## src/rtl/frame_sender.sv

```systemverilog
// Streams a frame buffer to the PE stage in raster order through a 2-entry skid FIFO.
// Optional macro SEND_ZERO_PAD_EN adds a one-pixel zero border around the image.
module frame_sender #(
    parameter int IMG_W  = 28,
    parameter int IMG_H  = 28,
    parameter int DATA_W = 8,
    parameter int ADDR_W = 10
) (
    input  logic              clk,
    input  logic              reset,
    input  logic              state_send,
    output logic              mem_rd,
    output logic [ADDR_W-1:0] mem_addr,
    input  logic [DATA_W-1:0] mem_rdata,
    output logic [DATA_W-1:0] out_data,
    output logic              out_valid,
    input  logic              out_ready,
    output logic              out_last,
    output logic              done_send
);

`ifdef SEND_ZERO_PAD_EN
    localparam int ROWS = IMG_H + 2;
    localparam int COLS = IMG_W + 2;
`else
    localparam int ROWS = IMG_H;
    localparam int COLS = IMG_W;
`endif
    localparam int RW = (ROWS > 1) ? $clog2(ROWS) : 1;
    localparam int CW = (COLS > 1) ? $clog2(COLS) : 1;
    localparam logic [RW-1:0] ROW_LAST = RW'(ROWS - 1);
    localparam logic [CW-1:0] COL_LAST = CW'(COLS - 1);

    typedef enum logic [2:0] {
        IDLE,
        RUN,
        DRAIN,
        DONE,
        HOLD
    } state_t;

    state_t state, state_next;

    logic [RW-1:0]     row;
    logic [CW-1:0]     col;
    logic [DATA_W-1:0] fifo_data [2];
    logic              fifo_last [2];
    logic              wr_ptr, rd_ptr;
    logic [1:0]        count;
    logic              inflight, inflight_last;
    logic              issue, last_pos, pop, push;
    logic [2:0]        occ_eff;
    logic [ADDR_W-1:0] lin_addr;

    // Outputs are gated by reset so they are already quiet in the cycle reset is first seen.
    assign out_valid = !reset && (count != 2'd0);
    assign out_data  = out_valid ? fifo_data[rd_ptr] : '0;
    assign out_last  = out_valid && fifo_last[rd_ptr];
    assign done_send = !reset && (state == DONE);

    assign pop  = out_valid && out_ready;
    assign push = inflight;

    // Counting the beat leaving this cycle is what allows one issue per cycle at full rate.
    assign occ_eff  = 3'(count) + 3'(inflight) - 3'(pop);
    assign issue    = !reset && (state == RUN) && (occ_eff < 3'd2);
    assign last_pos = (row == ROW_LAST) && (col == COL_LAST);

`ifdef SEND_ZERO_PAD_EN
    logic is_pad, inflight_pad;
    assign is_pad   = (row == '0) || (row == ROW_LAST) || (col == '0) || (col == COL_LAST);
    assign lin_addr = ADDR_W'(row - RW'(1)) * ADDR_W'(IMG_W) + ADDR_W'(col - CW'(1));
    assign mem_rd   = issue && !is_pad;
`else
    assign lin_addr = ADDR_W'(row) * ADDR_W'(IMG_W) + ADDR_W'(col);
    assign mem_rd   = issue;
`endif
    assign mem_addr = mem_rd ? lin_addr : '0;

    // NOTE: sequential state uses non-blocking assignments so every register samples pre-edge values.
    always_ff @(posedge clk) begin
        if (reset) state <= IDLE;
        else       state <= state_next;
    end

    // NOTE: state_next gets a default first so no path through this block infers a latch.
    always_comb begin
        state_next = state;
        unique case (state)
            IDLE:    if (state_send) state_next = RUN;
            RUN:     if (issue && last_pos) state_next = DRAIN;
            DRAIN:   if (pop && out_last) state_next = DONE;
            DONE:    state_next = HOLD;
            HOLD:    if (!state_send) state_next = IDLE;
            default: state_next = IDLE;
        endcase
    end

    always_ff @(posedge clk) begin
        if (reset) begin
            row           <= '0;
            col           <= '0;
            count         <= '0;
            wr_ptr        <= 1'b0;
            rd_ptr        <= 1'b0;
            inflight      <= 1'b0;
            inflight_last <= 1'b0;
`ifdef SEND_ZERO_PAD_EN
            inflight_pad  <= 1'b0;
`endif
        end else begin
            if (issue) begin
                if (last_pos) begin
                    row <= '0;
                    col <= '0;
                end else if (col == COL_LAST) begin
                    col <= '0;
                    row <= row + RW'(1);
                end else begin
                    col <= col + CW'(1);
                end
            end
            inflight      <= issue;
            inflight_last <= issue && last_pos;
`ifdef SEND_ZERO_PAD_EN
            inflight_pad  <= issue && is_pad;
`endif
            if (push) wr_ptr <= ~wr_ptr;
            if (pop)  rd_ptr <= ~rd_ptr;
            count <= count + {1'b0, push} - {1'b0, pop};
        end
    end

    // NOTE: FIFO storage is not reset; occupancy is, and out_data is masked while empty.
    always_ff @(posedge clk) begin
        if (push) begin
`ifdef SEND_ZERO_PAD_EN
            fifo_data[wr_ptr] <= inflight_pad ? '0 : mem_rdata;
`else
            fifo_data[wr_ptr] <= mem_rdata;
`endif
            fifo_last[wr_ptr] <= inflight_last;
        end
    end

endmodule
```

## config.mk

```make
export PLATFORM = sky130hd
export DESIGN_NAME = frame_sender
export DESIGN_NICKNAME = d
export VERILOG_FILES = /design/src/rtl/frame_sender.sv
export SDC_FILE = /design/constraint.sdc
export NUM_CORES = 1
export LEC_CHECK = 0
export CAP_MARGIN = 10
export CORE_ASPECT_RATIO = 0.7
export CORE_MARGIN = 5
export CORE_UTILIZATION = 50
export CTS_CLUSTER_DIAMETER = 200
export CTS_CLUSTER_SIZE = 40
export DETAILED_ROUTE_END_ITERATION = 6
export HOLD_SLACK_MARGIN = 0.06
export PLACE_DENSITY = 0.87
export SKIP_LAST_GASP = 1
export SYNTH_ARGS = -nofsm -noshare
export SYNTH_HDL_FRONTEND = slang
export SYNTH_SLANG_ARGS = --single-unit
```

## constraint.sdc

```tcl
create_clock -name clk -period 4.8 [get_ports clk]
set_input_delay 0.72 -clock clk [delete_from_list [all_inputs] [get_ports clk]]
set_output_delay 0.72 -clock clk [all_outputs]
set_load 0.05 [all_outputs]
```

Word-level counts from Yosys, hierarchy flattened:

Memories as Yosys holds them, arrays and structs flattened. A register that Yosys moved wholly into a read port is not among the register bits.
Index checks and enable logic that the tools add are counted.

* RAM bits: 18
* bits in read-only memories: 0
* bits in latches: 0
* input port bits: 12
* output and inout port bits: 22
* word-level logic and storage cells: 63
* memories kept: 2
* bits in registers: 19

* multipliers: 1
* magnitude comparators: 1
* shift operators: 0
* bitwise operators: 2
* add/subtract/negate cells: 7
* multiplexer cells: 17
* divide/modulo/power cells: 0
* equality and inequality tests: 10
* reductions and logical operators: 15

Memories
* fifo_data: depth 2, width 8, rd ports 1, clocked after Yosys merged registers in 1, write ports 1, line 46 `logic [DATA_W-1:0] fifo_data [2];`
* fifo_last: depth 2, width 1, rd ports 1, clocked after Yosys merged registers in 1, write ports 1, line 47 `logic fifo_last [2];`

Operators by type and width (number)
* two-way mux 5 bit: 4
* case mux 3 bit (5 select lines): 1
* two-way mux 3 bit: 4
* adder 10 x 5 -> 10 bit: 1
* adder 5 x 1 -> 5 bit, second input constant: 2
* == test 5 bit, second input constant: 2
* two-way mux 10 bit: 1
* logical AND 1 bit: 9
* multiplier 5 x 3 -> 8 bit, second input constant: 1
* two-way mux 8 bit: 1
* == test 3 x 2 -> 1 bit, second input constant: 2
* two-way mux 1 bit: 6
* != test 2 bit, second input constant: 3
* AND reduction 4 bit: 1
* nonzero test 2 bit: 2
* adder 2 x 1 -> 3 bit: 1
* == test 3 x 1 -> 1 bit, second input constant: 1
* == test 3 bit, second input constant: 1
* zero test 3 bit: 1
* less-than comparator 3 x 2 -> 1 bit, second input constant: 1
* subtractor 3 x 1 -> 3 bit: 1
* adder 2 x 1 -> 2 bit: 1
* != test 2 x 1 -> 1 bit, second input constant: 1
* NOT 1 bit: 2
* 3 further kinds: 3

Logic depth before layout (Yosys ltp):

Gate-level depths: netlist (run 1).

* word-level depth: 9
* mapped depth: 15
* gate-level depth less buffers: 13

Worst setup path after synthesis (run 1):

OpenSTA, ideal clock, no wires.

* path kind: input -> output
* start point: in reset
* end point: out mem_addr[9]
* data required time: 4080 ps
* arrival: 4344 ps
* stages: 15
* path buffers: 2
* slack: -264 ps
* cells stage by stage: buf_6 > o21bai_1 > inv_1 > and2_1 > ha_1 > inv_1 > ha_1 > fa_1 > nor4_1 > nand3_1 > inv_1 > clkbuf_1 > o311a_1 > nand4_1 > nand2_1

* word-level cells in the longest chain between the ends: 7
* elaborated cells on any way between the ends: 8
* those cells by class: 1 x add/sub; 1 x order compare; 1 x mux; 5 x reduce/logical

Ends and longest elaborated chain
* from (decl): line 10 `input logic reset,`
* zero test 1 bit: line 56 `assign out_valid = !reset && (count != 2'd0);`
* logical AND 1 bit: line 56
* via out_valid: line 16 `output logic out_valid,`
* logical AND 1 bit: line 61 `assign pop = out_valid && out_ready;`
* via pop: line 51 `logic issue, last_pos, pop, push;`
* subtractor 3 x 1 -> 3 bit: line 65 `assign occ_eff = 3'(count) + 3'(inflight) - 3'(pop);`
* via occ_eff[1]: line 52 `logic [2:0] occ_eff;`
* less-than comparator 3 x 2 -> 1 bit: line 66 `assign issue = !reset && (state == RUN) && (occ_eff < 3'd2);`
* logical AND 1 bit: line 66
* via mem_rd: line 12 `output logic mem_rd,`
* two-way mux 10 bit: line 78 `assign mem_addr = mem_rd ? lin_addr : '0;`
* to (decl): line 13 `output logic [ADDR_W-1:0] mem_addr,`

The timed path passes the listed nets, and every way through them passes these cells.

Final worst setup path (run 1):

* start point: in reset
* end point: out mem_addr[9]

* word-level cells in the longest chain between the ends: 7
* elaborated cells on any way between the ends: 8
* those cells by class: 1 x add/sub; 1 x order compare; 1 x mux; 5 x reduce/logical

Ends and longest elaborated chain (line)
* zero test 1 bit: 56
* logical AND 1 bit: 56
* logical AND 1 bit: 61
* via pop: 51
* subtractor 3 x 1 -> 3 bit: 65
* via occ_eff[1]: 52
* less-than comparator 3 x 2 -> 1 bit: 66
* logical AND 1 bit: 66
* two-way mux 10 bit: 78

The timed path passes the listed nets, and every way through them passes these cells.

==> flow_summary.ini, run 1 <==
[setup_path]
ff2ff_setup_slack_ns = 1.52
timing.critical_path.slowest_stage_cell = clkdlybuf4s50_1
timing.critical_path.fanout_max = 7
crit_family = adder cells
reg2reg_from = count[1]
cp_cell_sequence = clkdlybuf4s50_1 > o21bai_1 > inv_1 > and2_1 > ha_1 > inv_1 > ha_1 > fa_1 > nor4_1 > nand3_1 > inv_1 > o311a_1 > nand4_1 > nand2_1 > buf_12
worst_setup_path_start_kind = input port
reg2reg_depth = 13
worstSetupEndpointType = primary output
path_buf_inv = 5
max_stage_delay_ns = 0.48
critPathMostFrequentCell = inv_1
critical_path_required_ns = 4.08
arrival_ns = 3.71
critical_path.reg2reg.endpoint = state[0]
setup.worst_path.class = in2out

[global_route]
number_of_global_route_vias_before_repair = 1563
grt-ovfl-total = 0
track_usage_pct = 17.1
antenna_found_initial = 0
grt_start_max_net_pins = 19
grt_first_pass_wirelength_mm = 7.51

[cells_and_area]
n_antenna_cell = 0
layout.core_utilization_pct = 64.9
share_of_cells_above_drive_strength_1_pct = 10.8
flow.area_growth_from_synthesis_pct = 27.9
num-fill-cells = 335
finish.net_count = 285

[min_path]
timing.hold.worst.class = reg2reg
hold_start = inflight_last
hold_path_depth = 0
whs_endpoint = fifo_last[1]

[die]
placeable_core_region_um2 = 4250
placement_rows = 20
start_util_pct = 50.8
dieWidth_um = 88.6
fp.dieArea_um2 = 5760
die-height_um = 65
ios = 34

[timing]
worst_slack_ns = 0.368
totalNegativeSetupSlack_ns = 0
final-max-slew-violation-count = 0
fin_worst_skew_ns = 0.00623
count_of_endpoints_failing_setup_in_the_final_report = 0
fmax_mhz = 226
grt_setup_unrepaired = no
finalCritPeriodShare_pct = 92.3
worstMarginPinSlew_ns = 0.844
slew_headroom_pct = 43.5
hold_violations = 0
timing.final.crit_period_ns = 4.43

[clocking]
path_clk_slew_ns = 0.06
clock_insertion_delay_worst_skew_ns = 0.29
htree_levels = 2
clock_sink_count = 38
tritoncts.num_buffers = 5
master_cell_of_the_clock_root_buffer = clkbuf_8
cts-root-to-sink-buffers = 2
postCtsSetupBuffers = 0
cts_tree = built
post_cts_resize_count = 0
postCtsHoldBufs = 0

[drt]
route.antenna.remaining_nets = 0
wire_per_inst_um = 14.6
detail_route.vias_per_cell = 5.18
drt-pass1-iter-count = 4
routed-via-count = 1585
detail_route.iter0.violations = 85
detail_route.wirelength_mm = 4.46
route.detailed.drc = 0

[logic_synthesis]
register_bit_count_reported_by_yosys = 38
yosysMostFrequentCell = nor2_1
postSynthCellCount = 210
yosys_warnings = 0
synth_area_leader_cell = edfxtp_1
synth.top_cells.by_count = nor2_1, dfxtp_1, inv_1
ys_top_cells_by_area = edfxtp_1, dfxtp_1, ha_1
synthesis.area_um2 = 2160
yosys.area.top_type_share_pct = 25.0
total_nets_after_synthesis = 245
synthArstFlopShare_pct = 0
yosys.cell_types.count = 38
yosysSeqAreaShare_pct = 43.5
synth_ff_type = dfxtp_1
synth_edf_count = 18
postSynthAreaPerCell_um2 = 10.3

[placed_design]
place.port_buffers = 33
post-dp-hpwl_mm = 3.43
dpl_worst_slack_ns = 0.385
final_wtd_congestion = 0.834

[pwr]
vdd_ir_drop_max_v = 0.000182
power.density_cell_area_nw_per_um2 = 302
power.leakage_nw = 1.14
power_uw = 835

[flow_run]
timing.max_cap.violations = 0

[outcome]
outcome = finished clean
==> per-layer routing <==
layer  vias to the layer above  wire [um]  GRT usage (%)
met1                       747       2090           23.6
met5                         -          0              0
met4                         0         55           5.47
met3                         6        221           3.94
met2                        44       2090           26.7
li1                        788          -              -
==> worst max-delay path by stage <==
stage / from / end / depth (start not counted)
detailed placement: reset / mem_addr[9] / 15
global placement: reset / mem_addr[9] / 15
global route: reset / mem_addr[9] / 15
finish: reset / mem_addr[9] / 15
CTS: reset / mem_addr[9] / 15
floorplan: reset / mem_addr[4] / 12
==> worst reg2reg max path: cells and delay by family, from the launching register on <==
family                     cells  cell delay, ns
DFF                            1            0.34
adders and majority gates      3            0.93
and+or+nand+nor                5            1.19
buffers and inverters          3            0.31
AOI/OAI and AO/OA              2            0.39
==> flip-flops by register name (all words and copies together), names as in the netlist, named ones only <==
register	flops
rd_ptr	1
inflight	1
row	5
col	5
fifo_data	16
state	3
fifo_last	2
inflight_last	1
count	2
wr_ptr	1
==> power breakdown <==
group          leakage, nW  internal (mW)  switching [mW]
clock               0.0426         0.0997           0.105
sequential           0.325          0.370          0.0205
combinational        0.769         0.0955           0.145
==> cell families (layout without fill, tap and decap cells) <==
family	after synthesis	in the layout	share of synthesized area [%]
simple gates	76	76	18.7
flops	38	38	43.5
compound gates	25	25	7.35
buf+inv	25	66	4.69
fa+ha+maj	23	23	15.7
xor+xnor	12	12	4.86
mux	11	11	5.10
==> layout by cell type, fill, tap and decap left out, types with 2 or more instances in the layout <==
| master | n |
|---|---|
| nor3_1 | 7 |
| xnor2_1 | 9 |
| fa_1 | 7 |
| inv_1 | 20 |
| clkdlybuf4s50_1 | 22 |
| buf_4 | 5 |
| nand3b_1 | 2 |
| ha_1 | 16 |
| dfxtp_1 | 20 |
| nor2_1 | 28 |
| o21ai_0 | 3 |
| or2_2 | 2 |
| a21o_1 | 2 |
| and2b_1 | 2 |
| nand3_1 | 6 |
| nand2_1 | 8 |
| mux2i_1 | 11 |
| a21oi_1 | 12 |
| edfxtp_1 | 18 |
| buf_12 | 11 |
| xor2_1 | 3 |
| nor2b_1 | 4 |
| and2_1 | 8 |
| clkbuf_8 | 5 |
| nand2b_1 | 2 |
==> stage by stage <==
stage	hold WS [ns]	instance area, um2	std cells
after global routing	0.448	2760	306
after detailed placement	0.415	2680	298
after CTS	0.432	2760	306
after global placement	0.408	2680	298
after floorplan	0.404	2160	210
final	0.432	2760	306
==> area by class of cell <==
type / count / area (um2) / share of cell area [%]
clock buffer: 6 / 72.6 / 2.63
clock inverter: 2 / 8.76 / 0.317
tap: 55 / 68.8 / 2.49
multi-input combinational: 147 / 1120 / 40.5
inverter: 20 / 75.1 / 2.72
timing repair buffer: 38 / 478 / 17.3
sequential: 38 / 941 / 34.1
Power figures use the tool's default switching activity.
==> run 2, diff against run 1 <==
- ABC_AREA: default -> 0
- clock period: 4.8 -> 5.1 ns (I/O delays scaled with it)
==> run 2 against run 1 <==
Register-to-register slack improved by 0.26 ns. Worst hold slack better by 0.0080 ns. Clock skew is 0.00076 ns lower. Sequential power down 5.6%. Via count rose by 1.2%. Total power fell by 3.5%. Wire length increased by 0.79%. Flip-flop and latch count did not move. Critical path type unchanged. Largest cell class unchanged.
==> flow_summary.ini, run 2 (synthesized netlist as in run 1, its figures left out) <==
[clocking]
clock_sink_count = 38
clock_insertion_delay_worst_skew_ns = 0.29
master_cell_of_the_clock_root_buffer = clkbuf_8
path_clk_slew_ns = 0.07
cts_tree = built
post_cts_resize_count = 0
postCtsSetupBuffers = 0
cts-root-to-sink-buffers = 2
postCtsHoldBufs = 0
tritoncts.num_buffers = 5
htree_levels = 2

[timing]
worstMarginPinSlew_ns = 0.825
count_of_endpoints_failing_setup_in_the_final_report = 0
slew_headroom_pct = 44.8
totalNegativeSetupSlack_ns = 0
finalCritPeriodShare_pct = 89.4
hold_slack_ns = 0.440
fin_worst_skew_ns = 0.00548
hold_violations = 0
grt_setup_unrepaired = no
final-max-slew-violation-count = 0
timing.final.crit_period_ns = 4.56
worst_slack_ns = 0.538
fmax_mhz = 219

[global_route]
track_usage_pct = 17.4
grt_start_max_net_pins = 19
antenna_found_initial = 0
number_of_global_route_vias_before_repair = 1620
grt_first_pass_wirelength_mm = 7.55
grt-ovfl-total = 0

[placed_design]
dpl.cell_count = 298
final_wtd_congestion = 0.830
dpl_worst_slack_ns = 0.542
place.port_buffers = 33
postPlaceCellArea_um2 = 2680
post-dp-hpwl_mm = 3.46

[cells_and_area]
n_antenna_cell = 0
non_filler_instances = 306
finish.net_count = 285
largest_register_ffs = 16
stdcell_area_um2 = 2770
regMostFlops = fifo_data
layout_commonest_cell = nor2_1
share_of_cells_above_drive_strength_1_pct = 10.8
layout_common_cells = nor2_1, clkdlybuf4s50_1, inv_1, dfxtp_1, edfxtp_1
top_regs = fifo_data x16, col x5, row x5
flow.area_growth_from_synthesis_pct = 28.3
layout.core_utilization_pct = 65.1

[min_path]
whs_endpoint = fifo_last[0]
hold_path_depth = 0
timing.hold.worst.class = reg2reg
hold_start = inflight_last

[die]
start_util_pct = 50.8
ios = 34
placeable_core_region_um2 = 4250
dieWidth_um = 88.6
die-height_um = 65
fp.dieArea_um2 = 5760
placement_rows = 20

[setup_path]
critical_path_required_ns = 4.34
arrival_ns = 3.80
worstSetupEndpointType = primary output
critical_path.reg2reg.endpoint = state[0]
timing.critical_path.fanout_max = 10
reg2reg_depth = 13
reg2reg_from = count[1]
ff2ff_setup_slack_ns = 1.78
worst_setup_path_start_kind = input port
setup.worst_path.class = in2out

[drt]
route.detailed.drc = 0
detail_route.vias_per_cell = 5.24
wire_per_inst_um = 14.7
drt-pass1-iter-count = 4
detail_route.iter0.violations = 85
route.antenna.remaining_nets = 0
detail_route.wirelength_mm = 4.49
routed-via-count = 1604

[outcome]
outcome = finished clean

[pwr]
vdd_ir_drop_max_v = 0.000153
power.leakage_nw = 1.14
power_uw = 806
power.density_cell_area_nw_per_um2 = 291

[flow_run]
timing.max_cap.violations = 0
-- run 2: changes by cell type in the layout (fill, tap and decap cells not counted) --
cell / delta
clkbuf_1: +1
clkbuf_8: +1
clkinv_1: -1
clkinv_2: -1
-- run 2: how the worst max path moves through the flow --
stage                     startpoint     endpoint  slack (ns)  cells past startpoint
final                          reset  mem_addr[2]        0.54                     14
after floorplan                reset  mem_addr[4]        0.04                     12
after CTS                      reset  mem_addr[1]        0.52                     14
after global placement         reset  mem_addr[9]        0.68                     15
after global routing           reset  mem_addr[9]        0.34                     15
after detailed placement       reset  mem_addr[1]        0.54                     14
-- run 2: area by class of cell --
cell class | instances | area, um2
Multi-Input combinational cell | 147 | 1120
Inverter | 20 | 75.1
Sequential cell | 38 | 941
Tap cell | 55 | 68.8
Clock buffer | 8 | 90.1
Timing Repair Buffer | 38 | 478
Fill cell | 307 | 1480
-- run 2: per-layer routing --
layer	global-route usage [%]	share of wire (%)	vias to the layer above
met5	0	0	-
met4	7.17	2.4	0
met3	5.08	5.3	11
met2	26.7	47	43
met1	23.1	46	759
li1	-	-	791
-- run 2: worst max-delay path, stage by stage --
cell	delay, ns
clkdlybuf4s50_1	0.48
o21bai_1	0.13
inv_1	0.07
and2_1	0.19
ha_1	0.28
inv_1	0.04
ha_1	0.20
fa_1	0.49
nor4_1	0.19
nand3_1	0.28
inv_1	0.14
buf_4	0.19
and2_1	0.20
buf_12	0.15
-- run 2: power by group --
part           switching, mW  total [mW]  internal, mW
clock network          0.100       0.211         0.110
logic                  0.137       0.227        0.0901
registers             0.0201       0.368         0.348
total                  0.258       0.806         0.548
==> run 3, diff against run 2 <==
- CORE_UTILIZATION: 50 -> 35
- PLACE_DENSITY: 0.87 -> 0.68
==> run 3 against run 2 <==
Global-route usage fell by 6.4 points. Sequential power hardly changed. First-iteration DRC count shrank 19%. Utilization shrank 20 points. Combinational power fell by 3%. Clock skew shrank 0.0010 ns. Total power shrank 3.2%. Largest cell class unchanged. Clock power shrank 8%. Via count down 5.0%. Setup slack lost 0.10 ns.
==> flow_summary.ini, run 3 (synthesized netlist as in run 1, its figures left out) <==
[global_route]
grt_start_max_net_pins = 19
number_of_global_route_vias_before_repair = 1492
antenna_found_initial = 0
grt-ovfl-total = 0
grt_first_pass_wirelength_mm = 6.97
track_usage_pct = 11.1

[setup_path]
arrival_ns = 3.90
path_buf_inv = 5
cp_cell_sequence = clkdlybuf4s50_1 > o21bai_1 > inv_1 > and2_1 > ha_1 > inv_1 > ha_1 > fa_1 > nor4_1 > nand3_1 > inv_1 > o311a_1 > nand4_1 > nand2_1 > buf_12
critPathMostFrequentCell = inv_1
reg2reg_depth = 13
worst_setup_path_start_kind = input port
worstSetupEndpointType = primary output
setup.worst_path.class = in2out
critical_path.reg2reg.endpoint = state[0]
critical_path_required_ns = 4.34
max_stage_delay_ns = 0.48
ff2ff_setup_slack_ns = 1.82
reg2reg_from = count[1]
timing.critical_path.fanout_max = 11
timing.critical_path.slowest_stage_cell = clkdlybuf4s50_1
crit_family = simple AND/OR/NAND/NOR gates
crit_path_start = reset

[min_path]
hold_path_depth = 0
hold_start = inflight_last
whs_endpoint = fifo_last[1]
timing.hold.worst.class = reg2reg

[timing]
count_of_endpoints_failing_setup_in_the_final_report = 0
worstMarginPinSlew_ns = 0.843
totalNegativeSetupSlack_ns = 0
fin_worst_skew_ns = 0.00446
hold_slack_ns = 0.430
fmax_mhz = 214
final-max-slew-violation-count = 0
hold_violations = 0
finalCritPeriodShare_pct = 91.5
timing.final.crit_period_ns = 4.66
worst_slack_ns = 0.435
slew_headroom_pct = 43.6
grt_setup_unrepaired = no

[drt]
route.detailed.drc = 0
drt-pass1-iter-count = 4
route.antenna.remaining_nets = 0
detail_route.iter0.violations = 69
wire_per_inst_um = 13.0
detail_route.wirelength_mm = 4.27
routed-via-count = 1524
detail_route.vias_per_cell = 4.65

[die]
ios = 34
fp.dieArea_um2 = 7870
start_util_pct = 35.3
dieWidth_um = 104
placeable_core_region_um2 = 6130
die-height_um = 75.7
placement_rows = 24

[placed_design]
place.port_buffers = 33
postPlaceCellArea_um2 = 2700
dpl.cell_count = 320
post-dp-hpwl_mm = 3.42
final_wtd_congestion = 0.815
dpl_worst_slack_ns = 0.370

[clocking]
clock_insertion_delay_worst_skew_ns = 0.29
postCtsSetupBuffers = 0
path_clk_slew_ns = 0.07
post_cts_resize_count = 0
postCtsHoldBufs = 0
cts-root-to-sink-buffers = 2
master_cell_of_the_clock_root_buffer = clkbuf_8
htree_levels = 2
clock_sink_count = 38
tritoncts.num_buffers = 5
cts_tree = built

[pwr]
power.leakage_nw = 1.13
vdd_ir_drop_max_v = 0.0000959
power_uw = 780
power.density_cell_area_nw_per_um2 = 280

[cells_and_area]
finish.net_count = 284
n_antenna_cell = 0
largest_register_ffs = 16
register_area_um2 = 941
layout.core_utilization_pct = 45.4
num-fill-cells = 598
flow.area_growth_from_synthesis_pct = 28.8
stdcell_area_um2 = 2780
top_regs = fifo_data x16, col x5, row x5
layout_commonest_cell = nor2_1
layout_common_cells = nor2_1, clkdlybuf4s50_1, inv_1, dfxtp_1, edfxtp_1
multi_input_area_um2 = 1120
regMostFlops = fifo_data
non_filler_instances = 328
share_of_cells_above_drive_strength_1_pct = 10.4

[outcome]
outcome = finished clean

[flow_run]
timing.max_cap.violations = 0
run 3: cell types whose count changed in the layout (fill, tap and decap cells not counted), sizes merged:
cell    before  now
clkinv       0    2
buf         16   15
clkbuf       8    6
run 3: how the worst max path moves through the flow:
stage                  end  slack, ns  depth (start not counted)
6_report       mem_addr[9]       0.44                         15
5_1_grt        mem_addr[9]       0.20                         15
4_1_cts        mem_addr[9]       0.38                         15
3_5_place_dp   mem_addr[9]       0.37                         15
3_3_place_gp   mem_addr[9]       0.50                         15
2_1_floorplan  mem_addr[4]       0.04                         12
run 3: cell type report:
type | instances | share of cell area [%]
Timing Repair Buffer | 37 | 16.9
Clock inverter | 2 | 0.315
Multi-Input combinational cell | 147 | 40.2
Inverter | 20 | 2.70
Clock buffer | 6 | 2.61
Sequential cell | 38 | 33.8
Tap cell | 78 | 3.51
run 3: worst register-to-register path, delay by kind of cell (launching register included):
kind	cells	cell delay, ns
adders and majority gates	3	0.95
and+or+nand+nor	5	1.19
DFF	1	0.34
AOI/OAI and AO/OA	2	0.39
buffers and inverters	3	0.31
run 3: metal layers:
metal | up-vias | wire length [um] | track usage, %
met5 | - | 0 | 0
met4 | 0 | 57 | 3.88
met3 | 6 | 105 | 2.37
met2 | 18 | 1900 | 17.4
met1 | 712 | 2200 | 15.4
li1 | 788 | - | -
run 3: power breakdown:
group	internal, mW	leakage, nW	switching [mW]
combinational	0.0873	0.764	0.133
sequential	0.348	0.325	0.0180
clock	0.0939	0.0426	0.0998
total	0.529	1.13	0.251
==> patch 1, RTL diff (flow settings as in run 1) <==
Build with the macro `SEND_ZERO_PAD_EN` defined.
--- a/src/rtl/frame_sender.sv
+++ b/src/rtl/frame_sender.sv
@@ -2,2 +2,4 @@
 // Optional macro SEND_ZERO_PAD_EN adds a one-pixel zero border around the image.
+`define SEND_ZERO_PAD_EN
+
 module frame_sender #(
Function: changed (a bounded check fails within 4 cycles, from zero or initial values and one cycle with reset high).
==> patch 1 against run 1 <==
Routed wire length rose by 9.8%; critical path depth rose by 3; cell area rose by 19%; first-iteration DRC count fell by 26%; critical path type is now reg2out; sequential cell count rose by 1; clock power rose by 36%; non-clock buffer count rose by 7; area after synthesis rose by 18%; power rose by 9.4%; worst setup slack got worse by 230 ps; combinational power rose by 3%.
==> patch 1: results (changes against run 1) <==
stage	metric	value	unit	change
pwr	peakVddDrop	0.127	mV	-30%
pwr	p_leak	1.26	nW	+11%
timing	relSlewSlack	48.6	%	+5.1 points
place	dp.cells	356		+19%
drt	num_vias	1880		+19%
cells_and_area	fill_cells	358		+6.9%
logic_synthesis	seq_area_frac_synth	37.7	%	-5.9 points
global_route	grt_max_degree	17		-2
drt	drtIter0Drc	63		-26%
place	dpl_cell_area	3070	um2	+14%
place	dpl.hpwl	3580	um	+4.6%
timing	skew	9.44	ps	+3.21 ps
critical_path	r2r_slack	1180	ps	-340 ps
status	outcome	complete, no violations		
place	dp_slack	55.2	ps	-330 ps
critical_path	worstReg2RegEnd	row[1]		
logic_synthesis	ys_types	45		+18%
drt	routedWlPerCell	13.3	um	-9.0%
timing	layout_min_cycle_time	4660	ps	+232 ps
cells_and_area	final_cells	369		+21%
critical_path	endpoint	mem_addr[9]		
critical_path	critPathLaunch	row[1]		
critical_path	slowest_delay	590	ps	+110 ps
cells_and_area	fin_nets	340		+19%
global_route	grtUsageTotal	14.7	%	-2.4 points
logic_synthesis	synth_area_leaders	edfxtp_1 21%, dfxtp_1 16%, ha_1 12%		
global_route	grt_pass1_wl	7970	um	+6.2%
critical_path	arrival	3940	ps	+230 ps
logic_synthesis	syn_nets	301		+23%
place	globalplace.congestion	0.808		-3.1%
critical_path	reg2regPathDepth	16		+3
critical_path	critPathMaxFanout	3		-4
logic_synthesis	yosys-top-cells-count	38 x nor2_1, 25 x ha_1, 21 x dfxtp_1, 18 x edfxtp_1, 18 x xnor2_1		
critical_path	critPathSlowestCell	fa_2		
global_route	first_global_vias	1823		+17%
[patch 1: cell types whose count changed after synthesis, sizes merged, moves of 4 or more]
cell / run 1 / this run
nor3b: 0 / 4
nand4: 1 / 5
nor2b: 4 / 11
inv: 20 / 15
ha: 16 / 25
buf: 1 / 8
xor2: 3 / 12
nand3: 6 / 1
nor2: 28 / 38
and2: 8 / 4
nor3: 7 / 12
xnor2: 9 / 18
[patch 1: logic make-up after synthesis]
family,share of synthesized area (%)
AO/OA/AOI/OAI,7.85
AND/OR/NAND/NOR,18.6
XOR/XNOR,11.2
multiplexers,4.32
buffers and inverters,4.95
flip-flops,37.7
adder cells (fa/ha/maj),15.4
[patch 1: layer usage]
| metal | share of wire [%] | vias to the layer above | global-route usage (%) |
|---|---|---|---|
| met5 | 0 | - | 0 |
| met4 | 0.94 | 0 | 3.79 |
| met3 | 3.6 | 8 | 3.36 |
| met2 | 47 | 31 | 24.2 |
| met1 | 48 | 879 | 19.4 |
| li1 | - | 962 | - |
[patch 1: power by group]
| group | switching, mW | internal, mW | total (mW) |
|---|---|---|---|
| clock network | 0.120 | 0.157 | 0.277 |
| logic | 0.137 | 0.110 | 0.247 |
| registers | 0.0189 | 0.371 | 0.390 |
| total | 0.275 | 0.638 | 0.913 |
[patch 1: layout make-up]
| cell class | count | area (um2) | area share [%] |
|---|---|---|---|
| multi-input cells | 193 | 1540 | 46.8 |
| repair buffers | 45 | 531 | 16.1 |
| clock buffers | 5 | 68.8 | 2.09 |
| well taps | 69 | 86.3 | 2.62 |
| inverters | 15 | 56.3 | 1.71 |
| flip-flops and latches | 39 | 966 | 29.3 |
| clock inverters | 3 | 47.5 | 1.44 |
[patch 1: worst min path at each step]
stage | to | slack (ps) | depth (start not counted)
CTS | fifo_last[1] | 430 | 0
global placement | fifo_last[0] | 410 | 0
floorplan | fifo_last[0] | 400 | 0
global route | fifo_last[0] | 470 | 0
finish | fifo_last[1] | 430 | 0
detailed placement | fifo_last[0] | 410 | 0
[patch 1: repair_timing]
| action | 4_1_cts | 5_1_grt |
|---|---|---|
| gates cloned | 0 | 0 |
| resized for setup | 8 | 12 |
| setup endpoints to repair | 1 | 2 |
| setup buffers | 2 | 3 |
| pin swaps | 4 | 12 |
[patch 1: worst register-to-register path, stage by stage, from the launching register on]
cell     delay, ps
dfxtp_1        400
nor2_1          60
or2_2          280
inv_1           70
and2_1         170
ha_1           240
inv_1           50
ha_1           120
inv_1           50
fa_1           370
xnor2_1        220
nor4b_2        330
buf_4          250
and2_1         400
nor2b_1        200
or2_1          210
nor2_1          80
==> patch 2, RTL diff (config.mk and constraints of run 1) <==
Made on the original files. Encoding of `state_t`: now one-hot (5 bits for 5 states).
--- a/src/rtl/frame_sender.sv
+++ b/src/rtl/frame_sender.sv
@@ -33,8 +33,8 @@
 
-    typedef enum logic [2:0] {
-        IDLE,
-        RUN,
-        DRAIN,
-        DONE,
-        HOLD
+    typedef enum logic [4:0] {
+        IDLE  = 5'b00001,
+        RUN   = 5'b00010,
+        DRAIN = 5'b00100,
+        DONE  = 5'b01000,
+        HOLD  = 5'b10000
     } state_t;
Behaviour: same outputs for any inputs over 10 cycles, from zero or initial values and one cycle with reset high; not proved beyond that.
==> patch 2 against run 1 <==
Non-clock buffer count fell by 2; first-iteration DRC count rose by 89%; worst setup slack worse by 2.2 ps; synthesized cell count is 7.6% higher; cell area up 5.3%; area after synthesis grew 6.1%; sequential cell count is 2 higher; routed wire length rose by 9.6%; critical path type unchanged.
Power is not compared: it rests on default switching activity, and its combinational part moved more than twofold at a synthesized area within 25%.
==> patch 2: results (changes against run 1) <==
stage	metric	value	unit	change
cells_and_area	seq_share	33.7	%	-0.32 points
cells_and_area	drive_gt1_share	12.1	%	+1.4 points
hold_path	hold_depth	0		unchanged
logic_synthesis	syn_nets	261		+6.5%
pwr	p_switching	0.194	mW	
drt	wl_met1	2200	um	+5.4%
cells_and_area	fin_nets	298		+4.6%
place	dpl.hpwl	3720	um	+8.6%
place	globalplace.congestion	0.833		about the same
cells_and_area	nNonClkInverters	20		unchanged
critical_path	critPathMaxFanout	9		+2
critical_path	reg2regPathDepth	15		+2
cts	cts_setup_buffers	0		unchanged
cts	cts_max_path_buffers	2		unchanged
critical_path	r2r_slack	1420	ps	-100 ps
pwr	clockPowerShare	36.0	%	
logic_synthesis	seq_area_frac_synth	42.8	%	-0.77 points
drt	routed_via_density	5.47		+5.6%
drt	wl_met3	288	um	+30%
place	port_buffers	33		unchanged
cts	clock-sinks	40		+5.3%
logic_synthesis	ys_types	48		+26%
cells_and_area	clkbuf_count	5		-1
pwr	p_leak	1.15	nW	
logic_synthesis	synth_area_leaders	edfxtp_1 24%, dfxtp_1 19%, ha_1 8.7%		
cells_and_area	multi_input_area_share	41.6	%	+1.1 points
critical_path	endpoint	mem_addr[9]		
timing	skew	5.41	ps	-0.822 ps
global_route	grt_max_degree	17		-2
logic_synthesis	synth_flop_cell	dfxtp_1		
timing	relSlewSlack	47.3	%	+3.8 points
logic_synthesis	yosys-top-cells-count	30 x nor2_1, 22 x dfxtp_1, 18 x edfxtp_1, 17 x inv_1, 16 x ha_1		
cells_and_area	max_flop_register	fifo_data		
critical_path	crit_family	buffers and inverters		
drt	drtIter0Drc	161		+89%
cells_and_area	n_all_buffers	36		-5.3%
global_route	grtUsageTotal	17.1	%	-0.025 points
cells_and_area	multi_input_comb_cells	160		+8.8%
status	outcome	complete, no violations		
cells_and_area	clockNetworkAreaShare	3.83	%	+0.89 points
cts	clk_pin_slew	80	ps	+20 ps
cells_and_area	fill_cells	321		-4.2%
hold_path	hp-class	reg2reg		
drt	wirelength	4890	um	+9.6%
global_route	antenna_found_initial	0		unchanged
critical_path	slowest_delay	500	ps	+20 ps
hold_path	hold_end	fifo_last[1]		
critical_path	worstReg2RegEnd	row[3]		
cells_and_area	buf_share	15.9	%	-1.4 points
drt	wl_met2	2310	um	+10%
global_route	grt_pass1_wl	8160	um	+8.7%
timing	hold_ws	459	ps	+26.7 ps
global_route	first_global_vias	1736		+11%
cts	cts-root-buf	clkbuf_8		
cells_and_area	n_antenna_cell	0		unchanged
[patch 2: stage by stage]
| stage | std cells | cell area [um2] | util (%) | worst slack (ps) |
|---|---|---|---|---|
| finish | 319 | 2910 | 66.4 | 366 |
| global route | 319 | 2910 | 66.4 | 210 |
| CTS | 319 | 2910 | 66.4 | 344 |
| detailed placement | 311 | 2800 | 63.9 | 404 |
| global placement | 311 | 2800 | 63.9 | 495 |
| floorplan | 226 | 2290 | - | 125 |
[patch 2: layer usage]
metal,global-route usage [%],vias up
li1,-,867
met1,22.1,827
met2,28.1,41
met3,4.51,10
met4,5.49,0
met5,0,-
[patch 2: cells by family (layout without fill, tap and decap cells)]
family	count (synthesis)	after routing	share of synthesized area, %
flops	40	40	42.8
simple gates	82	82	19.1
mux	11	11	4.86
buf+inv	26	64	4.53
compound gates	33	33	9.66
fa+ha+maj	23	23	14.8
xor+xnor	11	11	4.20
